## config.mk

```make
export PLATFORM = sky130hd
export DESIGN_NAME = acf_lag_accumulator_flat
export DESIGN_NICKNAME = d
export VERILOG_FILES = /design/src/rtl/acf_lag_accumulator_if.sv /design/src/rtl/acf_lag_accumulator.sv /design/src/flat_wrapper.sv
export SDC_FILE = /design/constraint.sdc
export NUM_CORES = 1
export LEC_CHECK = 0
export CAP_MARGIN = 40
export CORE_ASPECT_RATIO = 1.25
export CORE_MARGIN = 1
export CORE_UTILIZATION = 60
export CTS_BUF_LIST = sky130_fd_sc_hd__clkbuf_16
export DETAILED_ROUTE_END_ITERATION = 12
export MAX_ROUTING_LAYER = met4
export PLACE_DENSITY = 0.8
export SLEW_MARGIN = 20
export SYNTH_ARGS = -nofsm -noshare
export SYNTH_HDL_FRONTEND = slang
export SYNTH_SLANG_ARGS = --single-unit
```

## constraint.sdc

```tcl
create_clock -name CLK -period 8.8 [get_ports CLK]
set_input_delay 1.76 -clock CLK [delete_from_list [all_inputs] [get_ports CLK]]
set_output_delay 1.76 -clock CLK [all_outputs]
set_load 0.02 [all_outputs]
```

## src/rtl/acf_lag_accumulator_if.sv

```systemverilog
// Readout bus of acf_lag_accumulator.
//   dump_req  : consumer -> accumulator, pulse to start streaming all bins
//   out_ready : consumer -> accumulator, beat accepted
//   out_valid : accumulator -> consumer, beat valid
//   out_data  : accumulator -> consumer, count of bin out_bin
//   out_bin   : accumulator -> consumer, lag index of the beat
//   out_last  : accumulator -> consumer, beat carries bin NUM_BINS
interface acf_lag_accumulator_if #(
  parameter int NUM_BINS  = 8,
  parameter int ACF_WIDTH = 16
);
  localparam int IDX_W = $clog2(NUM_BINS + 1);

  logic                 dump_req;
  logic                 out_ready;
  logic                 out_valid;
  logic [ACF_WIDTH-1:0] out_data;
  logic [IDX_W-1:0]     out_bin;
  logic                 out_last;

  modport master (
    input  dump_req, out_ready,
    output out_valid, out_data, out_bin, out_last
  );

  modport slave (
    output dump_req, out_ready,
    input  out_valid, out_data, out_bin, out_last
  );
endinterface

```

## src/rtl/acf_lag_accumulator.sv

```systemverilog
// Photon autocorrelator: timestamps photon pulses against a free-running
// counter and accumulates coincidence counts for lags 0..NUM_BINS into
// saturating accumulators, which are streamed out over a valid/ready bus
// on request and then cleared.
//   CLK, RST  : clock, asynchronous active-high reset
//   cnt       : free-running timestamp (+1 per CLK, wraps)
//   photon    : single-cycle photon pulse
//   clear     : synchronous clear of accumulators, history and sat_flag
//   bus       : readout bus (dump_req/out_ready in, out_* out)
//   busy      : high while draining, dumping or clearing
//   sat_flag  : sticky, an increment hit an all-ones accumulator
module acf_lag_accumulator #(
  parameter int NUM_BINS  = 8,
  parameter int CNTR_SIZE = 32,
  parameter int ACF_WIDTH = 16
) (
  input  logic                 CLK,
  input  logic                 RST,
  input  logic [CNTR_SIZE-1:0] cnt,
  input  logic                 photon,
  input  logic                 clear,
  acf_lag_accumulator_if.master bus,
  output logic                 busy,
  output logic                 sat_flag
);
  localparam int IDX_W = $clog2(NUM_BINS + 1);

  localparam logic [1:0] ST_ACCUM = 2'd0;
  localparam logic [1:0] ST_DRAIN = 2'd1;
  localparam logic [1:0] ST_DUMP  = 2'd2;
  localparam logic [1:0] ST_CLR   = 2'd3;

  logic [1:0]           state;
  logic [CNTR_SIZE-1:0] last_ts;
  logic [CNTR_SIZE-1:0] s1_d;
  logic                 first_seen;
  logic                 s1_valid;
  logic                 s1_vd;
  // hist[j-1] set: the most recent photon had an earlier partner at lag j
  logic [NUM_BINS-1:0]  hist;
  logic [NUM_BINS-1:0]  nb;
  logic [NUM_BINS:0]    shifted;
  logic [NUM_BINS:0]    inc;
  logic [ACF_WIDTH-1:0] acc     [0:NUM_BINS];
  logic [ACF_WIDTH-1:0] acc_nxt [0:NUM_BINS];
  logic [IDX_W-1:0]     idx;
  logic [IDX_W-1:0]     dd;
  logic                 d_ok;
  logic                 sat_hit;
  logic                 zero_all;
  logic                 take_photon;
  logic                 xfer;
  logic                 last_bin;

  assign take_photon = (state == ST_ACCUM) && photon && !clear;
  assign zero_all    = clear || (state == ST_CLR);
  assign xfer        = (state == ST_DUMP) && bus.out_ready;
  assign last_bin    = (idx == IDX_W'(NUM_BINS));

  // Lags of the new photon = (lags of previous photon, plus lag 0 for the
  // previous photon itself) shifted up by d; anything past NUM_BINS drops off.
  always_comb begin
    d_ok    = s1_vd && (s1_d != '0) && (s1_d <= CNTR_SIZE'(NUM_BINS));
    dd      = d_ok ? s1_d[IDX_W-1:0] : '0;
    shifted = {hist, 1'b1} << dd;
    nb      = (s1_valid && d_ok) ? shifted[NUM_BINS:1] : '0;
    inc     = s1_valid ? {nb, 1'b1} : '0;
    sat_hit = 1'b0;
    for (int unsigned k = 0; k <= NUM_BINS; k++) begin
      acc_nxt[k] = acc[k];
      if (inc[k]) begin
        if (&acc[k]) sat_hit = 1'b1;
        else         acc_nxt[k] = acc[k] + 1'b1;
      end
    end
  end

  always_ff @(posedge CLK or posedge RST) begin
    if (RST) begin
      state      <= ST_ACCUM;
      last_ts    <= '0;
      s1_d       <= '0;
      s1_vd      <= 1'b0;
      s1_valid   <= 1'b0;
      first_seen <= 1'b0;
      hist       <= '0;
      idx        <= '0;
      sat_flag   <= 1'b0;
      for (int unsigned k = 0; k <= NUM_BINS; k++) acc[k] <= '0;
    end else begin
      // stage 1: timestamp delta against the previous photon
      s1_valid <= take_photon;
      if (take_photon) begin
        s1_d    <= cnt - last_ts;
        s1_vd   <= first_seen;
        last_ts <= cnt;
      end

      // stage 2: accumulate; a clear also discards a pending stage-1 photon
      if (zero_all) begin
        first_seen <= 1'b0;
        hist       <= '0;
        sat_flag   <= 1'b0;
        for (int unsigned k = 0; k <= NUM_BINS; k++) acc[k] <= '0;
      end else begin
        if (take_photon) first_seen <= 1'b1;
        if (s1_valid)    hist <= nb;
        if (sat_hit)     sat_flag <= 1'b1;
        for (int unsigned k = 0; k <= NUM_BINS; k++) acc[k] <= acc_nxt[k];
      end

      case (state)
        ST_ACCUM: if (!clear && bus.dump_req) state <= ST_DRAIN;
        ST_DRAIN: begin
          idx   <= '0;
          state <= clear ? ST_ACCUM : ST_DUMP;
        end
        ST_DUMP: begin
          if (clear) begin
            state <= ST_ACCUM;
          end else if (xfer) begin
            if (last_bin) state <= ST_CLR;
            else          idx <= idx + 1'b1;
          end
        end
        default: state <= ST_ACCUM;
      endcase
    end
  end

  assign busy          = (state != ST_ACCUM);
  assign bus.out_valid = (state == ST_DUMP);
  assign bus.out_bin   = bus.out_valid ? idx : '0;
  assign bus.out_data  = bus.out_valid ? acc[idx] : '0;
  assign bus.out_last  = bus.out_valid && last_bin;
endmodule

```

## src/flat_wrapper.sv

```systemverilog
// flat-port wrapper written by rule: the top's interface ports become plain ports
module acf_lag_accumulator_flat 
#(
  parameter int NUM_BINS  = 8,
  parameter int CNTR_SIZE = 32,
  parameter int ACF_WIDTH = 16
)
  (CLK, RST, cnt, photon, clear, busy, sat_flag, bus_dump_req, bus_out_ready, bus_out_valid, bus_out_data, bus_out_bin, bus_out_last);
  acf_lag_accumulator_if #(.NUM_BINS(NUM_BINS), .ACF_WIDTH(ACF_WIDTH)) bus_i ();
  input  logic CLK;
  input  logic RST;
  input  logic [CNTR_SIZE-1:0] cnt;
  input  logic photon;
  input  logic clear;
  output logic busy;
  output logic sat_flag;
  input wire logic [$bits(bus_i.dump_req)-1:0] bus_dump_req;
  input wire logic [$bits(bus_i.out_ready)-1:0] bus_out_ready;
  output wire logic [$bits(bus_i.out_valid)-1:0] bus_out_valid;
  output wire logic [$bits(bus_i.out_data)-1:0] bus_out_data;
  output wire logic [$bits(bus_i.out_bin)-1:0] bus_out_bin;
  output wire logic [$bits(bus_i.out_last)-1:0] bus_out_last;
  assign bus_i.dump_req = bus_dump_req;
  assign bus_i.out_ready = bus_out_ready;
  assign bus_out_valid = bus_i.out_valid;
  assign bus_out_data = bus_i.out_data;
  assign bus_out_bin = bus_i.out_bin;
  assign bus_out_last = bus_i.out_last;
  acf_lag_accumulator #(.NUM_BINS(NUM_BINS), .CNTR_SIZE(CNTR_SIZE), .ACF_WIDTH(ACF_WIDTH)) u_core (.CLK(CLK), .RST(RST), .cnt(cnt), .photon(photon), .clear(clear), .bus(bus_i), .busy(busy), .sat_flag(sat_flag));
endmodule
```

# ---- Yosys cells after proc, flatten, opt, wreduce, memory -nomap -nowiden
# Cells that the tools add are included.
dict set report classes {
  addsub 11
  order_cmp 2
  n_eq_ne 19
  n_shift 1
  n_mux 61
  bitwise 1
  n_reduce_logical 46
}
# cell count
set ops {}
lappend ops {{$mux 16} 21}
lappend ops {{$add 16x1->16 const B} 9}
lappend ops {{$mux 144} 1}
lappend ops {{$reduce_and 16->1} 9}
lappend ops {{$bmux 16 s4} 1}
lappend ops {{$le 32x4->1 const B} 1}
lappend ops {{$reduce_bool 32->1} 1}
lappend ops {{$sub 32x32->32} 1}
lappend ops {{$reduce_bool 2->1} 14}
lappend ops {{$mux 8} 3}
lappend ops {{$mux 1} 22}
lappend ops {{$mux 4} 5}
lappend ops {{$ne 2x1->1 const B} 9}
lappend ops {{$reduce_and 2->1} 9}
lappend ops {{$mux 2} 5}
lappend ops {{$mux 9} 1}
lappend ops {{$shl 9x4->9} 1}
lappend ops {{$logic_and 1x1->1} 8}
lappend ops {{$ne 2x2->1 const B} 4}
lappend ops {{$pmux 4 s2} 1}
lappend ops {{$ne 3x3->1 const B} 2}
lappend ops {{$pmux 2 s3} 1}
lappend ops {{$ge 5x5->1 const B} 1}
lappend ops {{$not 4->5} 1}
lappend ops {{other kinds (9)} 10}
dict set report totals {
  reg_bits 226
  in_bits 38
  out_inout_bits 24
  wordCells 159
}

# ---- Logic depth before layout (Yosys ltp)
# Gate-level depths: netlist of run 1.
dict set report logic_depth {
  ltp_word 26
  mapped_depth 11
  depth_no_buf 11
}

# ---- Least setup slack after synthesis of run 1
# No wires, ideal clock.
dict set report synth_path {
  path_kind {in2reg}
  startpoint {in cnt[0]}
  endpoint {reg u_core.s1_d[28]}
  setup_ns 0.095
  arrival_ns 4.160
  required_time_ns 8.705
  slack_ns 4.545
  path_stages 11
  n_path_buf 0
  path_cell_list {inv_1 -> ha_1 -> fa_1 -> nor2b_1 -> o31a_1 -> o21ai_0 -> a2111oi_0 -> o2111ai_1 -> a311oi_1 -> nor3_1 -> o31ai_1}
}
dict set report synth_via {
  elab_chain_len 1
}
# element line
set synth_lines {}
lappend synth_lines {{from (decl)} flat_wrapper.sv:12} ;# input logic [CNTR_SIZE-1:0] cnt;
lappend synth_lines {{$sub 32x32->32} acf_lag_accumulator.sv:94} ;# s1_d <= cnt - last_ts;
lappend synth_lines {{to (signal assigned)} acf_lag_accumulator.sv:94}
lappend synth_lines {{to (decl)} acf_lag_accumulator.sv:35} ;# logic [CNTR_SIZE-1:0] s1_d;
# Every way passes these cells.
# A chain may end at the register's enable or synchronous reset.

# ---- Worst setup path in the final report of run 1
dict set report layout_path {
  startpoint {reg u_core.idx[0]}
  endpoint {out bus_out_data[13]}
}
dict set report layout_via {
  elab_chain_len 5
}
# element line
set layout_lines {}
lappend layout_lines {{from (decl)} acf_lag_accumulator.sv:46} ;# logic [IDX_W-1:0] idx;
lappend layout_lines {{from (signal assigned)} acf_lag_accumulator.sv:123} ;# else idx <= idx + 1'b1;
lappend layout_lines {{$not 4->5 (not written as such)} acf_lag_accumulator.sv:134} ;# assign bus.out_data = bus.out_valid ? acc[idx] : '0;
lappend layout_lines {{$bmux 16 s4} acf_lag_accumulator.sv:134}
lappend layout_lines {{$mux 16 (not written as such) (2 in a row)} acf_lag_accumulator.sv:134}
lappend layout_lines {{$mux 16} acf_lag_accumulator.sv:134}
lappend layout_lines {{to (decl)} flat_wrapper.sv:20} ;# output wire logic [$bits(bus_i.out_data)-1:0] bus_out_data;
# Every way passes these cells. The select of a mux whose other input is x is not followed.

==> results list, run 1 <==
- Outcome: finished, final reports clean
- Highest Clock Rate: 205 MHz
- Overall fraction of global-route tracks in use: 0.306
- DP Wirelength: 24.0 mm
* Final non-filler cell total: 1872
- Post-synthesis sequential area ratio: 0.409
- The first detailed-routing pass ran for 6 iterations.
- After detailed routing, the total wire length is approximately 34 mm.
- Layout overhead on the synthesized area: 12.7%
- Count of hold buffers inserted by post-cts repair: 0
- Series of cell instances along the critical path: buf_4 > mux4_2 > mux2i_1 > nor2_1 > a21oi_1 > nor2_1 > clkdlybuf4s50_1
- The slowest stage of the critical path belongs to the cell sky130_fd_sc_hd__mux4_2.
- Hold timing on the final database bottoms out at a slack of 0.475 ns.
- TritonCTS built the clock tree.
* Initial core utilization: 0.617
* Worst EP arrival: between 3 and 4 ns
- The via count of the first global-routing pass came to between 10000 and 15000.
- The total area inside the core boundary comes to 22400 um2.
- Launch point of the worst reg-to-reg path: u_core.s1_d[0]
* Initial antenna violation count: 0
- Number of nets with antenna violations after detailed routing: 0
- Worst ir drop on vdd: 184 uV
* Number of antenna repair diodes: 0
* Post-layout total power: 2.83 mW
- Final-layout setup total negative slack: 0 ns
* Combined area of the multi-input logic cells: 7670 um2
- Number of enable flip-flop cells after synthesis: 0
- At the later pin of the worst-skew pair, clock insertion delay measures 0.52 ns.
* Max clock buf depth: 3
- Overflow left after global routing: 0
- Number of max-slew violations in the final report: 0
- Final setup violation count: 0
* Synthesis-stage register bit count: approximately 230
* Largest cells by area after synthesis: sky130_fd_sc_hd__dfrtp_1 (41%), sky130_fd_sc_hd__nor2_1 (5.4%), sky130_fd_sc_hd__mux4_2 (5.2%), sky130_fd_sc_hd__xnor2_1 (4.6%), sky130_fd_sc_hd__nand2_1 (4.3%)
* Worst setup path start: u_core.idx[0]
- Sort of element at the end of the critical path: output pin
* Final weighted congestion of routability-driven global placement: 0.942
- Post-CTS setup buffer count: 0
- Vias after detailed routing: about 12000
* Post-synthesis cell count: 1533
- Max Cap Viol: 0
- Fraction of layout instances using a drive strength above 1: 0.0711
- Of all nets on the critical path, the largest fanout is 36.
- The worst hold path begins at u_core.s1_vd.
- Measured on the finished design, the core utilization comes to 0.695.
* Commonest register cell after synthesis: sky130_fd_sc_hd__dfrtp_1
- In this run, placement finished with an instance count of ~1800.
* Number of buffer and inverter stages on the critical path: 2
- Total number of yosys warnings: 0
- Synth top area share: 0.409
- Leakage power total: 6.48 nW
* Overall die width: 138 um
- Maximum number of pins on one net before global-route repair: 95
- At the pin with the least slew margin, the transition time is 0.813 ns.
* Number of gates resized after CTS: 0
- The worst hold path belongs to the class reg -> reg.
- STA classifies the critical path startpoint as a flip-flop.
- Final critical-path required period: 4.88 ns
* Die area: 23700 um2
- Die Height: 172 um
* RSZ-0062 raised after global routing: no
- For this design the ratio of total power to cell area is 182 nW/um2.
- Final worst-path cycle share: 0.555
- Using the TritonRoute via totals, the vias-per-cell ratio works out to roughly 6.3.
- Relative slew margins: 0.454
- CTS sink cnt: 226
* Largest clock skew in the final design: 0.00788 ns
- In this run the count of I/O pins placed on the die edge is 62.
* Netlist cell types: 73
- Post-Synthesis Mean Instance Area: 9.03 um2
- Counting the fill cells in the layout gives about 1800.
- For this run, asynchronously set or reset flops after synthesis account for 1.00.
- Broken down by cell family, the worst path's largest delay share belongs to buffers and inverters.
* Depth of the CTS H-tree: 1
- Iter 0 DRT Violations: 1039
- The synthesized design spends more area on one cell type than any other, namely sky130_fd_sc_hd__dfrtp_1.
- First-pass GRT wire length: between 50 and 60 mm
- After synthesis the cells add up to roughly 14000 um2.
- Number of endpoints with negative hold slack in the final report: 0
- Net count, final: 1655
- Setup Crit Path Kind: reg -> out
* Mapped Nets: 1614
* Number of input and output port buffers inserted: just over 60
- Total area of sequential cells: 5660 um2
- Row generation in the floorplan step produced 61 rows.
* CTS buffer count: 25
* Critical Path Most Common Cell: sky130_fd_sc_hd__nor2_1
- Average wire length per cell after detail routing: 18.2 um
- Remaining routing DRC violations: 0
* Master cell of the clock root buffer: sky130_fd_sc_hd__clkbuf_16
* Endpoint required time on the critical path: 7.04 ns
- After clock tree synthesis, the clock-pin slew on the worst setup and hold paths is 0.06 ns.
- In this design, the stage delay of the slowest critical-path cell is between 0.6 and 0.7 ns.
[cell families after synthesis]
group / after synthesis / share of synthesized area
AND/OR/NAND/NOR: 662 / 0.236
AO/OA/AOI/OAI: 274 / 0.125
flip-flops: 226 / 0.409
buffers and inverters: 141 / 0.0387
XOR/XNOR: 126 / 0.0797
multiplexers: 61 / 0.0731
adder cells (fa/ha/maj): 43 / 0.0394
[flip-flops by register name (all words and copies together), names as in the netlist, 2 cells and up]
| register | flops |
|---|---|
| u_core.idx | 4 |
| u_core.state | 2 |
| u_core.s1_d | 32 |
| u_core.acc | 144 |
| u_core.last_ts | 32 |
| u_core.hist | 8 |
[power breakdown]
group	internal (mW)	switching (mW)
sequential	1.13	0.0780
clock	0.628	0.420
combinational	0.232	0.344
[routing by layer]
layer  share of wire  up-vias  global-route usage
met5               0        -                   -
met4           0.046        0               0.137
met3           0.058      110              0.0301
met2            0.49      452               0.506
met1            0.40     5661               0.379
li1                -     5537                   -
[metrics by stage]
stage	worst slack [ns]	instance area (um2)
finish	3.92	15600
global route	3.74	15600
CTS	3.94	15500
detailed placement	3.74	14700
global placement	3.39	14700
floorplan	0.849	13800
[layout by cell type, fill, tap and decap left out, drive strengths merged, types with 5 or more instances in the layout]
cell type	Yosys	routed
or4	11	11
nand2b	14	14
nand4	47	47
and3	29	29
clkbuf	57	25
a211oi	5	5
mux2i	28	28
inv	73	76
and2	20	20
o21bai	6	6
or2	5	5
a21o	11	11
xor2	54	54
buf	10	20
clkinv	1	10
o31ai	14	14
nor4	23	23
dfrtp	226	226
nand2	160	160
nor3	50	50
o21ai	86	86
and4	16	16
or3	17	17
xnor2	72	72
a41o	6	6
clkdlybuf4s50	0	61
a21oi	76	76
a31oi	13	13
o21a	10	10
ha	42	42
o211ai	6	6
nor2b	7	7
mux4	32	32
nor2	198	198
nand3	54	54
[synthesized netlist by cell type, types with 42 or more instances]
cell	number
sky130_fd_sc_hd__nand4_1	46
sky130_fd_sc_hd__nor3_1	49
sky130_fd_sc_hd__ha_1	42
sky130_fd_sc_hd__o21ai_0	86
sky130_fd_sc_hd__nand3_1	53
sky130_fd_sc_hd__nor2_1	198
sky130_fd_sc_hd__xnor2_1	72
sky130_fd_sc_hd__a21oi_1	75
sky130_fd_sc_hd__xor2_1	54
sky130_fd_sc_hd__dfrtp_1	226
sky130_fd_sc_hd__inv_1	73
sky130_fd_sc_hd__clkbuf_1	57
sky130_fd_sc_hd__nand2_1	160
[layout make-up]
cell class,instances,area share
well taps,283,0.0227
inverters,74,0.0183
repair buffers,81,0.0535
multi-input cells,1166,0.491
clock inverters,17,0.0115
clock buffers,25,0.0401
flip-flops and latches,226,0.363
[path summary, 6_finish.rpt]
path	to	slack (ns)	depth (start not counted)
max	bus_out_data[13]	3.92	7
min	u_core.s1_vd	0.48	2
max reg2reg	u_core.acc[7]	5.25	7
min reg2reg	u_core.s1_vd	0.48	2
max in group asynchronous	u_core.hist[0]	5.91	4
min in group asynchronous	u_core.last_ts[4]	1.75	2
[worst min-delay path, delay by kind of cell, from the launching register on]
family | cells | cell delay, ns
DFF | 1 | 0.34
and+or+nand+nor | 2 | 0.11
(Power assumes the default switching activity.)
==> inputs of run 2 (changes only) <==
==> constraint.sdc (replaced) <==
create_clock -name CLK -period 4.6 [get_ports CLK]
set_input_delay 0.92 -clock CLK [delete_from_list [all_inputs] [get_ports CLK]]
set_output_delay 0.92 -clock CLK [all_outputs]
set_load 0.02 [all_outputs]
==> results list, run 2 (synthesis gave the netlist of run 1 again) <==
- Gates resized during post-CTS repair numbered 0.
- Hold/Removal Path Class: reg -> reg
- Summed over all nets, the switching power comes to 1.65 mW.
- Of the cells placed in the final design, the portion with a size suffix greater than 1 is 0.0740.
* Clock tree from TritonCTS: done
- Most used cells in the layout excluding fill and tap cells: sky130_fd_sc_hd__dfrtp_1 (225), sky130_fd_sc_hd__nor2_1 (198), sky130_fd_sc_hd__nand2_1 (159)
- Commonest non-fill, non-tap cell in the layout: sky130_fd_sc_hd__dfrtp_1
* Overall fraction of global-route tracks in use: 0.307
* Master cell of the clock root buffer: sky130_fd_sc_hd__clkbuf_16
- The via count of the first global-routing pass came to 11088.
- Counting I/O delays and the setup requirement, the final critical path takes 4.12 ns.
* Leakage power total: 6.52 nW
- Internal cell power: 3.92 mW
- The longest clock path from root to sink contains 3 buffers.
* Number of optimization iterations in the first detailed-route pass: 5
* Layout overhead on the synthesized area: 13.2%
- Measured along the x axis, the die boundary spans between 100 and 150 um.
* Max Cap Viol: 0
- Of the available clock period, the critical path in the final layout requires 0.896.
- The worst setup path is captured at an output pin.
- For this run the aggregate overflow at the end of global routing stands at 0.
- CTS sink cnt: 226
* Endpoint required time on the critical path: 3.68 ns
- The routed layout has 11726 vias.
- Highest net fanout along the worst path: 26
- Counting flops per register, the top entry is u_core.acc.
- The register with the most flip-flops in the layout has roughly 140 of them.
- In this run the vertical extent of the chip is 172 um.
* Worst hold slack: 0.485 ns
- Summed over all failing endpoints, the final setup total negative slack is 0 ns.
- Post-CTS setup buffer count: 0
* Worst EP arrival: 3.20 ns
* Relative contribution of combinational cells to total power: 0.197
- RSZ-0062 raised after global routing: no
- Along the worst hold path, the cell count comes to 2.
* Number of max-slew violations in the final report: 0
- Average wire length per cell after detail routing: 18.1 um
- Routed wire length: 33.9 mm
- Core utilization of the finished layout: 0.698
- Initial core utilization: 0.617
- Drt via density: around 6.2
- Number of nets with antenna violations after detailed routing: 0
* Actual transition at the worst max-transition pin: 0.917 ns
- Entering global routing, the biggest net connects 120 pins.
- Detailed placement ended at an HPWL of 24.2 mm.
- Power share of the sequential group: 0.416
- After clock tree synthesis, the flow added hold-fix buffers numbering 0.
- Power spread over the standard cell area amounts to 355 nW/um2.
* Iter 0 DRT Violations: 882
- The total area inside the core boundary comes to between 20000 and 25000 um2.
- Setup Crit Path Kind: reg -> out
- STA classifies the critical path startpoint as a flip-flop.
* Worst ir drop on vdd: 366 uV
- 0 antenna diodes ended up in the layout.
* Cell Rows: 61
- CTS buffer count: 26
- Outcome: finished, final reports clean
- Relative slew margins: 0.380
* Depth of the CTS H-tree: 1
- After clock tree synthesis, the clock-pin slew on the worst setup and hold paths is approximately 0.06 ns.
* Latest clock arrival within the worst-skew pair: 0.54 ns
* Depth of the worst register-to-register path: 8
- The first global-routing pass estimated around 56 mm of wire.
- Share of total power consumed by net switching: 0.296
- Port buffering added slightly above 60 buffers.
* Boundary Pins: 62
* Final setup violation count: 0
* Largest clock skew in the final design: around 0.022 ns
- Number of endpoints with negative hold slack in the final report: 0
- Remaining routing DRC violations: 0
- Initial antenna violation count: 0
- The largest registers in the layout are u_core.acc (144), u_core.last_ts (32), u_core.s1_d (32).
* Die area: between 20000 and 25000 um2
* Net count, final: 1655
- Of the total power, the clock network draws 0.388.
- Final weighted congestion of routability-driven global placement: 0.934
- Highest Clock Rate: around 240 MHz
[run 2: changes by cell type in the layout (fill, tap and decap cells not counted), sizes merged]
cell,previous run,this run
bufinv,4,5
clkinvlp,1,3
clkinv,10,8
inv,76,80
clkbuf,25,26
buf,20,19
[run 2: path summary, 6_finish.rpt]
check,startpoint,endpoint,slack [ns]
min in group asynchronous,RST,u_core.last_ts[6],0.89
worst max-delay path,u_core.idx[1],bus_out_data[2],0.48
max in group asynchronous,RST,u_core.idx[0],3.09
worst max register to register,u_core.s1_d[1],u_core.acc[69],0.96
worst min register to register,u_core.s1_d[29],u_core.s1_d[29],0.48
worst min-delay path,u_core.s1_d[29],u_core.s1_d[29],0.48
[run 2: power groups by stage]
stage | logic (mW) | registers (mW) | clock network [mW]
finish | 1.09 | 2.31 | 2.16
CTS | 1.10 | 2.31 | 2.19
floorplan | 0.870 | 2.28 | 0
global placement | 1.04 | 2.36 | 0
global route | 1.24 | 2.34 | 2.26
detailed placement | 1.09 | 2.35 | 0
[run 2: layout make-up]
type                    instances  area, um2
clock buffers                  26        651
clock inverters                22        243
fillers                      1760       6780
inverters                      74        282
multi-input cells            1166       7670
flip-flops and latches        226       5660
well taps                     283        354
repair buffers                 80        808
[run 2: layer usage]
layer  part of all wire  vias to the layer above  track usage
li1                   -                     5550            -
met1               0.41                     5639        0.385
met2               0.49                      450        0.500
met3              0.059                       87       0.0419
met4              0.040                        0        0.125
met5                  0                        -            -
[run 2: worst max-delay path, cell delays in order, from the launching register on]
cell	delay [ns]
sky130_fd_sc_hd__dfrtp_1	0.73
sky130_fd_sc_hd__buf_4	0.45
sky130_fd_sc_hd__mux4_2	0.40
sky130_fd_sc_hd__mux2i_1	0.18
sky130_fd_sc_hd__nor2_1	0.07
sky130_fd_sc_hd__a21oi_1	0.19
sky130_fd_sc_hd__nor2_1	0.06
sky130_fd_sc_hd__clkdlybuf4s50_1	0.56
[run 2: metrics by stage]
step	cell area, um2	worst slack (ns)	total power [mW]	instances
after floorplan	13800	0.728	3.15	1533
after global placement	14700	0.484	3.40	1825
after CTS	15700	0.489	5.60	1876
after detailed placement	14800	0.431	3.44	1828
after global routing	15700	0.269	5.83	1877
final	15700	0.478	5.56	1877
